File: src/rtl/sram_audio_streamer.sv
// sram_audio_streamer: plays interleaved multi-channel audio frames out of an
// asynchronous 16-bit SRAM. Frames are prefetched into a small FIFO and one
// frame is presented on sample_out every DIV clock cycles.
module sram_audio_streamer #(
  parameter int ADDR_W     = 20,
  parameter int DATA_W     = 16,
  parameter int NUM_CH     = 2,
  parameter int FIFO_DEPTH = 8,
  parameter int DIV        = 1042
) (
  input  logic                     Clk,
  input  logic                     reset_n,
  input  logic                     start,
  input  logic                     stop,
  input  logic                     loop_en,
  input  logic [ADDR_W-1:0]        base_addr,
  input  logic [ADDR_W-1:0]        end_addr,
  output logic [ADDR_W-1:0]        SRAM_ADDR,
  output logic                     SRAM_CE_N,
  output logic                     SRAM_OE_N,
  output logic                     SRAM_WE_N,
  output logic                     SRAM_UB_N,
  output logic                     SRAM_LB_N,
  input  logic [15:0]              SRAM_DQ,
  output logic [NUM_CH*DATA_W-1:0] sample_out,
  output logic                     sample_tick,
  output logic                     busy,
  output logic                     underrun,
  output logic                     cfg_err
);

  localparam int FRAME_W = NUM_CH * DATA_W;
  localparam int PTR_W   = $clog2(FIFO_DEPTH);
  localparam int CNT_W   = PTR_W + 1;
  localparam int CH_W    = (NUM_CH > 1) ? $clog2(NUM_CH) : 1;
  localparam int TICK_W  = $clog2(DIV);

  typedef enum logic [2:0] {
    IDLE,
    READ_ADDR,
    READ_DATA,
    WAIT_SPACE,
    DRAIN
  } state_t;

  state_t              state;
  logic                ready;        // low for the first edge after reset release
  logic [ADDR_W-1:0]   cur_addr;
  logic [ADDR_W-1:0]   base_lat;
  logic [ADDR_W-1:0]   end_lat;
  logic [CH_W-1:0]     ch_idx;
  logic [FRAME_W-1:0]  frame_asm;
  logic                sram_sel_n;   // shared CE/OE/UB/LB strobe

  logic [FRAME_W-1:0]  fifo_mem [FIFO_DEPTH];
  logic [PTR_W-1:0]    wr_ptr;
  logic [PTR_W-1:0]    rd_ptr;
  logic [CNT_W-1:0]    fifo_count;
  logic [TICK_W-1:0]   tick_cnt;

  // Control decode shared by the sequencer, FIFO and output stage.
  logic                stop_hit;
  logic                start_req;
  logic                range_ok;
  logic                start_go;
  logic                last_slot;
  logic                tick_hit;
  logic                fifo_empty;
  logic                fifo_full;
  logic                push;
  logic                pop;
  logic [CNT_W-1:0]    count_nxt;
  logic                past_end;
  logic [ADDR_W-1:0]   next_frame_addr;
  logic [FRAME_W-1:0]  frame_next;

  assign stop_hit   = stop && (state != IDLE);
  assign start_req  = (state == IDLE) && ready && start && !stop;
  // One extra bit so a range ending at the top of memory does not wrap.
  assign range_ok   = ({1'b0, base_addr} + (ADDR_W+1)'(NUM_CH - 1)) <= {1'b0, end_addr};
  assign start_go   = start_req && range_ok;
  assign last_slot  = (ch_idx == CH_W'(NUM_CH - 1));
  assign tick_hit   = (state != IDLE) && (tick_cnt == TICK_W'(DIV - 1));
  assign fifo_empty = (fifo_count == '0);
  assign fifo_full  = (fifo_count == CNT_W'(FIFO_DEPTH));
  assign push       = (state == READ_DATA) && last_slot && !stop;
  assign pop        = tick_hit && !fifo_empty && !stop;
  assign count_nxt  = fifo_count + CNT_W'(push) - CNT_W'(pop);

  // cur_addr holds the last word of the frame being completed, so the next
  // frame's last word is cur_addr + NUM_CH.
  assign past_end        = ({1'b0, cur_addr} + (ADDR_W+1)'(NUM_CH)) > {1'b0, end_lat};
  assign next_frame_addr = past_end ? base_lat : cur_addr + ADDR_W'(1);

  assign SRAM_CE_N = sram_sel_n;
  assign SRAM_OE_N = sram_sel_n;
  assign SRAM_UB_N = sram_sel_n;
  assign SRAM_LB_N = sram_sel_n;
  assign SRAM_WE_N = 1'b1;

  // Frame assembly view with the word currently on the bus dropped into its slot.
  always_comb begin
    // NOTE: every always_comb output gets a default first so no path leaves it
    // unassigned, which would otherwise infer a latch.
    frame_next = frame_asm;
    frame_next[ch_idx*DATA_W +: DATA_W] = SRAM_DQ[DATA_W-1:0];
  end

  // Read sequencer: walks the address range one word every two cycles.
  always_ff @(posedge Clk or negedge reset_n) begin
    if (!reset_n) begin
      // NOTE: sequential state uses non-blocking assignments only, so every
      // register samples pre-edge values regardless of statement order.
      state      <= IDLE;
      ready      <= 1'b0;
      busy       <= 1'b0;
      cfg_err    <= 1'b0;
      cur_addr   <= '0;
      base_lat   <= '0;
      end_lat    <= '0;
      ch_idx     <= '0;
      frame_asm  <= '0;
      SRAM_ADDR  <= '0;
      sram_sel_n <= 1'b1;
    end else begin
      ready   <= 1'b1;
      cfg_err <= start_req && !range_ok;
      if (stop_hit) begin
        state      <= IDLE;
        busy       <= 1'b0;
        ch_idx     <= '0;
        sram_sel_n <= 1'b1;
      end else begin
        case (state)
          IDLE: begin
            if (start_req) begin
              base_lat <= base_addr;
              end_lat  <= end_addr;
              cur_addr <= base_addr;
              ch_idx   <= '0;
              if (range_ok) begin
                state      <= READ_ADDR;
                busy       <= 1'b1;
                SRAM_ADDR  <= base_addr;
                sram_sel_n <= 1'b0;
              end
            end
          end

          READ_ADDR: begin
            state <= READ_DATA;
          end

          READ_DATA: begin
            frame_asm <= frame_next;
            if (!last_slot) begin
              ch_idx    <= ch_idx + CH_W'(1);
              cur_addr  <= cur_addr + ADDR_W'(1);
              SRAM_ADDR <= cur_addr + ADDR_W'(1);
              state     <= READ_ADDR;
            end else begin
              ch_idx <= '0;
              if (past_end && !loop_en) begin
                state      <= DRAIN;
                sram_sel_n <= 1'b1;
              end else begin
                cur_addr <= next_frame_addr;
                // Never start a frame the FIFO has no room to accept.
                if (count_nxt == CNT_W'(FIFO_DEPTH)) begin
                  state      <= WAIT_SPACE;
                  sram_sel_n <= 1'b1;
                end else begin
                  state     <= READ_ADDR;
                  SRAM_ADDR <= next_frame_addr;
                end
              end
            end
          end

          WAIT_SPACE: begin
            if (!fifo_full) begin
              state      <= READ_ADDR;
              SRAM_ADDR  <= cur_addr;
              sram_sel_n <= 1'b0;
            end
          end

          DRAIN: begin
            if (tick_hit && fifo_empty) begin
              state <= IDLE;
              busy  <= 1'b0;
            end
          end

          default: begin
            state      <= IDLE;
            busy       <= 1'b0;
            sram_sel_n <= 1'b1;
          end
        endcase
      end
    end
  end

  // Frame FIFO storage, written with the completed frame on the last word.
  always_ff @(posedge Clk) begin
    // NOTE: the storage array has no reset; validity is tracked entirely by
    // the pointers and count, which are reset.
    if (push) begin
      fifo_mem[wr_ptr] <= frame_next;
    end
  end

  // FIFO pointers and occupancy; stop flushes everything in one edge.
  always_ff @(posedge Clk or negedge reset_n) begin
    if (!reset_n) begin
      wr_ptr     <= '0;
      rd_ptr     <= '0;
      fifo_count <= '0;
    end else if (stop_hit) begin
      wr_ptr     <= '0;
      rd_ptr     <= '0;
      fifo_count <= '0;
    end else begin
      if (push) wr_ptr <= wr_ptr + PTR_W'(1);
      if (pop)  rd_ptr <= rd_ptr + PTR_W'(1);
      fifo_count <= count_nxt;
    end
  end

  // Sample-rate divider and output stage: pops one frame per tick.
  always_ff @(posedge Clk or negedge reset_n) begin
    if (!reset_n) begin
      tick_cnt    <= '0;
      sample_out  <= '0;
      sample_tick <= 1'b0;
      underrun    <= 1'b0;
    end else begin
      sample_tick <= 1'b0;
      if (stop_hit) begin
        tick_cnt   <= '0;
        sample_out <= '0;
      end else if (state == IDLE) begin
        tick_cnt <= '0;
        if (start_go) underrun <= 1'b0;
      end else if (tick_hit) begin
        tick_cnt <= '0;
        if (!fifo_empty) begin
          sample_out  <= fifo_mem[rd_ptr];
          sample_tick <= 1'b1;
        end else if (state != DRAIN) begin
          // Starved mid-stream: repeat the previous frame and flag it.
          underrun    <= 1'b1;
          sample_tick <= 1'b1;
        end
      end else begin
        tick_cnt <= tick_cnt + TICK_W'(1);
      end
    end
  end

endmodule
File: config.mk
export PLATFORM = sky130hd
export DESIGN_NAME = sram_audio_streamer
export DESIGN_NICKNAME = d
export VERILOG_FILES = /design/src/rtl/sram_audio_streamer.sv
export SDC_FILE = /design/constraint.sdc
export NUM_CORES = 1
export LEC_CHECK = 0
export CORE_ASPECT_RATIO = 1.1
export CORE_UTILIZATION = 55
export CTS_CLUSTER_DIAMETER = 50
export CTS_CLUSTER_SIZE = 14
export DETAILED_ROUTE_END_ITERATION = 8
export DONT_BUFFER_PORTS = 1
export PLACE_DENSITY = 0.76
export SETUP_SLACK_MARGIN = 0.3
export SLEW_MARGIN = 20
export SYNTH_ARGS = -nofsm -noshare
export SYNTH_HDL_FRONTEND = slang
export SYNTH_SLANG_ARGS = --single-unit
File: constraint.sdc
create_clock -name Clk -period 4.8 [get_ports Clk]
set_clock_uncertainty 0.05 [all_clocks]
set_input_delay 0.48 -clock Clk [delete_from_list [all_inputs] [get_ports Clk]]
set_output_delay 0.48 -clock Clk [all_outputs]
set_load 0.01 [all_outputs]
## Yosys cells after proc, flatten, opt, wreduce, memory -nomap -nowiden

Memories as Yosys holds them, arrays and structs flattened.
Index checks and enable logic that the tools add are counted.

| storage, ports and cells | value |
|---|---|
| register bits | 175 |
| RAM bits | 256 |
| output and inout bits | 61 |
| logic and storage cells | 162 |
| memories kept | 1 |

| operators by class | value |
|---|---|
| add/subtract/negate cells | 10 |
| $lt $le $gt $ge | 2 |
| eq/ne operators | 24 |
| shifts and indexed selects | 2 |
| mux-type cells | 63 |
| bitwise operators | 1 |
| reduce and logical (&&, ||, !) cells | 41 |

Memory list:

| memory | depth | width | rd ports | clocked after Yosys merged registers in | write ports | RTL line | RTL |
|---|---|---|---|---|---|---|---|
| fifo_mem | 8 | 32 | 1 | 0 | 1 | 55 | `logic [FRAME_W-1:0] fifo_mem [FIFO_DEPTH];` |

Operator list:

| kind | number |
|---|---|
| $mux W20 | 10 |
| $mux W32 | 4 |
| $pmux W20 S3 | 1 |
| $pmux W20 S2 | 1 |
| $neg A5 Y34 | 1 |
| $shift A16 B34 Y32 const A | 1 |
| $shiftx A16 B34 Y32 | 1 |
| $mux W11 | 3 |
| $mux W3 | 11 |
| $bwmux W32 | 1 |
| $mux W1 | 26 |
| $ne A3 B3 Y1 const B | 8 |
| $add A20 B1 Y21 const B | 1 |
| $add A20 B2 Y21 const B | 1 |
| $gt A21 B20 Y1 | 1 |
| $le A21 B20 Y1 | 1 |
| $add A20 B1 Y20 const B | 1 |
| $pmux W3 S5 | 1 |
| $reduce_bool A2 Y1 | 7 |
| $logic_and A1 B1 Y1 | 13 |
| $ne A2 B2 Y1 const B | 6 |
| $reduce_and A4 Y1 | 3 |
| $add A11 B1 Y11 const B | 1 |
| $eq A11 B11 Y1 const B | 1 |
| 27 further kinds | 38 |

## Depth between registers and ports, before layout

| logic depth | value |
|---|---|
| depth after elaboration | 11 |
| gate-level depth with buffers | 20 |
| mapped depth without buffers | 18 |

## Least setup slack after synthesis

No wires, ideal clock.

| timing path | value |
|---|---|
| path kind | register to register |
| start point | register tick_cnt[6] |
| end point | register SRAM_ADDR[10] |
| setup time | 0.125 ns |
| arrival time | 4.230 ns |
| data required time | 4.625 ns |
| slack | 0.395 ns |
| cell stages (with the launch flop) | 19 |
| period minus slack after synthesis | 4.405 ns |
| cells stage by stage | dfrtp_1 -> nor4b_1 -> nand4b_1 -> nor2_1 -> nand2_1 -> inv_1 -> buf_1 -> ha_1 -> inv_1 -> ha_1 -> inv_1 -> fa_1 -> xor2_1 -> nand3b_1 -> nor3_1 -> nor4_1 -> and3_4 -> buf_6 -> mux2_4 |

| between the ends | value |
|---|---|
| word-level cells in the longest chain between the ends | 8 |

RTL lines:

| what | RTL line | RTL |
|---|---|---|
| start: declaration | 59 | `logic [TICK_W-1:0] tick_cnt;` |
| start signal: assignment | 257 | `tick_cnt <= tick_cnt + TICK_W'(1);` |
| $eq A11 B11 Y1 | 83 | `assign tick_hit = (state != IDLE) && (tick_cnt == TICK_W'(DIV - 1));` |
| $logic_and A1 B1 Y1 | 83 |  |
| $logic_and A1 B1 Y1 (2 in a row) | 87 | `assign pop = tick_hit && !fifo_empty && !stop;` |
| $sub A4 B1 Y4 | 88 | `assign count_nxt = fifo_count + CNT_W'(push) - CNT_W'(pop);` |
| $eq A4 B4 Y1 | 169 | `if (count_nxt == CNT_W'(FIFO_DEPTH)) begin` |
| $ne A3 B3 Y1 (no line) | -- |  |
| $reduce_and A7 Y1 (no line) | -- |  |
| end signal: assignment | 159 | `SRAM_ADDR <= cur_addr + ADDR_W'(1);` |
| end signal: assignment | 174 | `SRAM_ADDR <= next_frame_addr;` |
| end signal: assignment | 183 | `SRAM_ADDR <= cur_addr;` |
| end: declaration | 18 | `output logic [ADDR_W-1:0] SRAM_ADDR,` |

No other way between the ends.
A chain may end at the register's enable or synchronous reset.

## Worst setup path after layout

| timing path | value |
|---|---|
| start point | register cur_addr[2] |
| end point | register SRAM_ADDR[8] |

| between the ends | value |
|---|---|
| word-level cells in the longest chain between the ends | 7 |
| elaborated cells on any way between the ends | 11 |
| those cells by class | add/sub: 2; order compare: 1; eq/ne: 1; mux: 5; reduce/logical: 2 |

RTL lines:

| what | RTL line | RTL |
|---|---|---|
| start: declaration | 48 | `logic [ADDR_W-1:0] cur_addr;` |
| start signal: assignment | 139 | `cur_addr <= base_addr;` |
| start signal: assignment | 158 | `cur_addr <= cur_addr + ADDR_W'(1);` |
| start signal: assignment | 167 | `cur_addr <= next_frame_addr;` |
| $add A20 B2 Y21 | 92 | `assign past_end = ({1'b0, cur_addr} + (ADDR_W+1)'(NUM_CH)) > {1'b0, end_lat};` |
| $gt A21 B20 Y1 | 92 |  |
| $mux W20 | 93 | `assign next_frame_addr = past_end ? base_lat : cur_addr + ADDR_W'(1);` |
| $mux W20 | 169 |  |
| $mux W20 | 163 | `if (past_end && !loop_en) begin` |
| $mux W20 | 156 | `if (!last_slot) begin` |
| $pmux W20 S3 | 134 | `case (state)` |
| end signal: assignment | 144 | `SRAM_ADDR <= base_addr;` |
| end signal: assignment | 159 |  |
| end signal: assignment | 174 |  |

Several ways; a longest one is shown, not always the timed one. The select of a mux whose other input is x is not followed.

==> flow_summary.toml <==
[clock_tree]
htreeDepth = 2
clock_sinks = 431
root_buffer = "clkbuf_16"
clk_pin_slew_ps = 60
numCtsBuffers = 41
insertion_delay_ps = 570
cts_tree = "done"
clockBufferDepth = 3

[synthesis]
synth_compound_area_frac = 0.0622
synth_edf_count = 256
synth.area.top_cells = "edfxtp_1 39%, dfrtp_1 22%, mux4_2 7.3%"
synthSimpleGateAreaFrac = 0.0747
ys_warn_count = 0
ys_seq_area_frac = 0.611
syn_inst = 1426
synth_top_area_share = 0.389
yosysUniqueCellTypes = 59
synth_fa_ha_area_frac = 0.0346
yosys-top-cells-count = "256 x edfxtp_1, 174 x dfrtp_1, 98 x nor2_1, 97 x nand2_1, 85 x mux2_2"
synth_top_family_by_area = "multiplexers"
synth.most_common_cell = "edfxtp_1"
ys_seq_elements = 431
yosys.area.top_type = "edfxtp_1"
synth_area_sq_um = 19800
ys.flop_type = "edfxtp_1"
yosys.area_share.xor_xnor = 0.0297
post_synth.cell_area_avg_sq_um = 13.9
async_flop_share = 0.406
muxShareOfSynthArea = 0.156

[route]
vias = 12117
wl_per_cell_um = 23.7
drtPass1Iterations = 5
via_per_inst = 6.13
route.antenna.remaining_nets = 0
drtIter0Drc = 941
drt-total-wl_um = 46800
drc = 0

[sta]
tns_ps = 0
relSlewSlack = 0.328
hold_violations = 0
period_share = 0.878
rsz0062_at_grt = "no"
worstMarginPinSlew_ps = 1010
setup_viol = 0
drv_slew = 0
period_needed_ps = 4210
timing.fmax_ghz = 0.237

[global_route]
antenna_found_initial = 2
grt_pass1_wl_um = 72000
grtUsageTotal = 0.260
grt_pass1_vias = 12694
grt_max_degree = 176
grt-ovfl-total = 0

[setup_path]
crit_type = "reg -> reg"
crit_path_max_fanout = 10
cp-end-kind = "flop"
cp_data_arrival_time_ps = 4610
startpoint_type = "flop"
cp.required_ps = 5190

[placement]
port_buffers = 0
finalWeightedCongestion = 0.905
dp_hpwl_um = 28300

[cells_and_area]
layout-drive-gt1-share = 0.192
num-nets-final = 1579
regArea_sq_um = 12100
nFillCells = 2576
area_delta_synth_final_pct = 12.0
multi_input_area_sq_um = 7180

[status]
status = "complete, no violations"

[job]
maxCapViolCount = 0

[floorplan]
die_h_um = 201
start_util = 0.560
num_rows = 72
die_area_sq_um = 36700
pin_count = 122
core_sq_um = 35300
die_x_um = 183

[power]
vdd_drop_max_uv = 402
p_per_area_nw_per_um2 = 489
p_leak_nw = 8.22
total_power_mw = 10.8

[hold_path]
hold_class = "in -> reg"
## power breakdown
part	switching (mW)	internal [mW]	total (mW)	leakage, nW
combinational	1.44	1.08	2.52	3.09
clock	1.41	1.74	3.15	0.617
sequential	0.477	4.67	5.15	4.51
total	3.32	7.50	10.8	8.22
## worst paths after layout
kind,to,slack (ps),from,depth (start not counted)
min in group asynchronous,end_lat[14],610,reset_n,2
worst min register to register,frame_asm[25],460,frame_asm[25],1
max in group asynchronous,rd_ptr[0],3270,reset_n,2
worst max register to register,SRAM_ADDR[8],590,cur_addr[2],15
worst min-delay path,cur_addr[6],30,base_addr[6],2
worst max-delay path,SRAM_ADDR[8],590,cur_addr[2],15
## cells by family after synthesis
group | after synthesis
XOR/XNOR | 67
AND/OR/NAND/NOR | 316
adder cells (fa/ha/maj) | 54
flip-flops | 431
buffers and inverters | 152
other | 1
AO/OA/AOI/OAI | 194
multiplexers | 211
## cell type report
type,instances,share of cell area
clock buffer,62,0.0523
sequential,431,0.545
antenna,2,0.000226
multi-input combinational,845,0.324
clock inverter,11,0.00576
tap,481,0.0272
timing repair buffer,81,0.0340
inverter,64,0.0109
## layer usage
metal | GRT usage | vias to the layer above | part of all wire
li1 | - | 5367 | -
met3 | 0.0713 | 138 | 0.077
met1 | 0.306 | 6110 | 0.37
met2 | 0.450 | 500 | 0.51
met5 | 0 | - | 0.00028
met4 | 0.105 | 2 | 0.035
## stage by stage
step	hold slack, ps	setup slack (ps)	cells	cell area [sq um]	util
floorplan	134	395	1427	19800	-
global placement	138	604	1856	20300	0.576
detailed placement	138	422	1856	20300	0.576
CTS	2.95	418	1972	22100	0.625
global route	41.9	242	1976	22100	0.627
finish	27.0	586	1977	22100	0.627
## critical path, stage by stage (launching register included)
cell	delay, ps
dfrtp_2	450
ha_1	270
nand3_1	160
nor3_1	300
nand4_1	180
nor2_1	160
xor2_1	170
ha_1	270
a21oi_1	160
nand2_1	80
a2111oi_1	410
nand3_1	230
a32oi_2	280
or3_1	200
and3_4	360
mux2_4	330
## sequential cells by signal, summed over array words and instances (netlist names), 4 cells and up
| name | flops |
|---|---|
| fifo_count | 4 |
| cur_addr | 20 |
| end_lat | 20 |
| base_lat | 20 |
| tick_cnt | 11 |
| sample_out | 32 |
| frame_asm | 32 |
| fifo_mem | 256 |
| SRAM_ADDR | 20 |
## layout by cell type, fill, tap and decap left out, types with 17 or more instances in the layout
cell / synthesis / final
xnor2_1: 36 / 36
mux2_2: 85 / 85
clkbuf_16: 0 / 43
clkbuf_1: 50 / 18
nand2_1: 97 / 97
dlygate4sd3_1: 0 / 42
nand3_1: 52 / 52
ha_1: 53 / 53
xor2_1: 31 / 31
o21ai_0: 47 / 47
mux4_2: 64 / 64
edfxtp_1: 256 / 256
buf_4: 5 / 37
nor2_1: 98 / 88
a21oi_1: 43 / 43
inv_1: 64 / 64
a211oi_1: 25 / 25
nand4_1: 17 / 17
dfrtp_1: 174 / 169
mux2i_1: 49 / 49
o211ai_1: 19 / 19
## timing repair
item,4_1_cts,5_1_grt
endpoints found under the hold margin,222,0
hold buffers,43,0
buffers inserted,0,1
gates resized for setup,0,6
endpoints found under the setup margin,0,36
(Power assumes the default switching activity.)
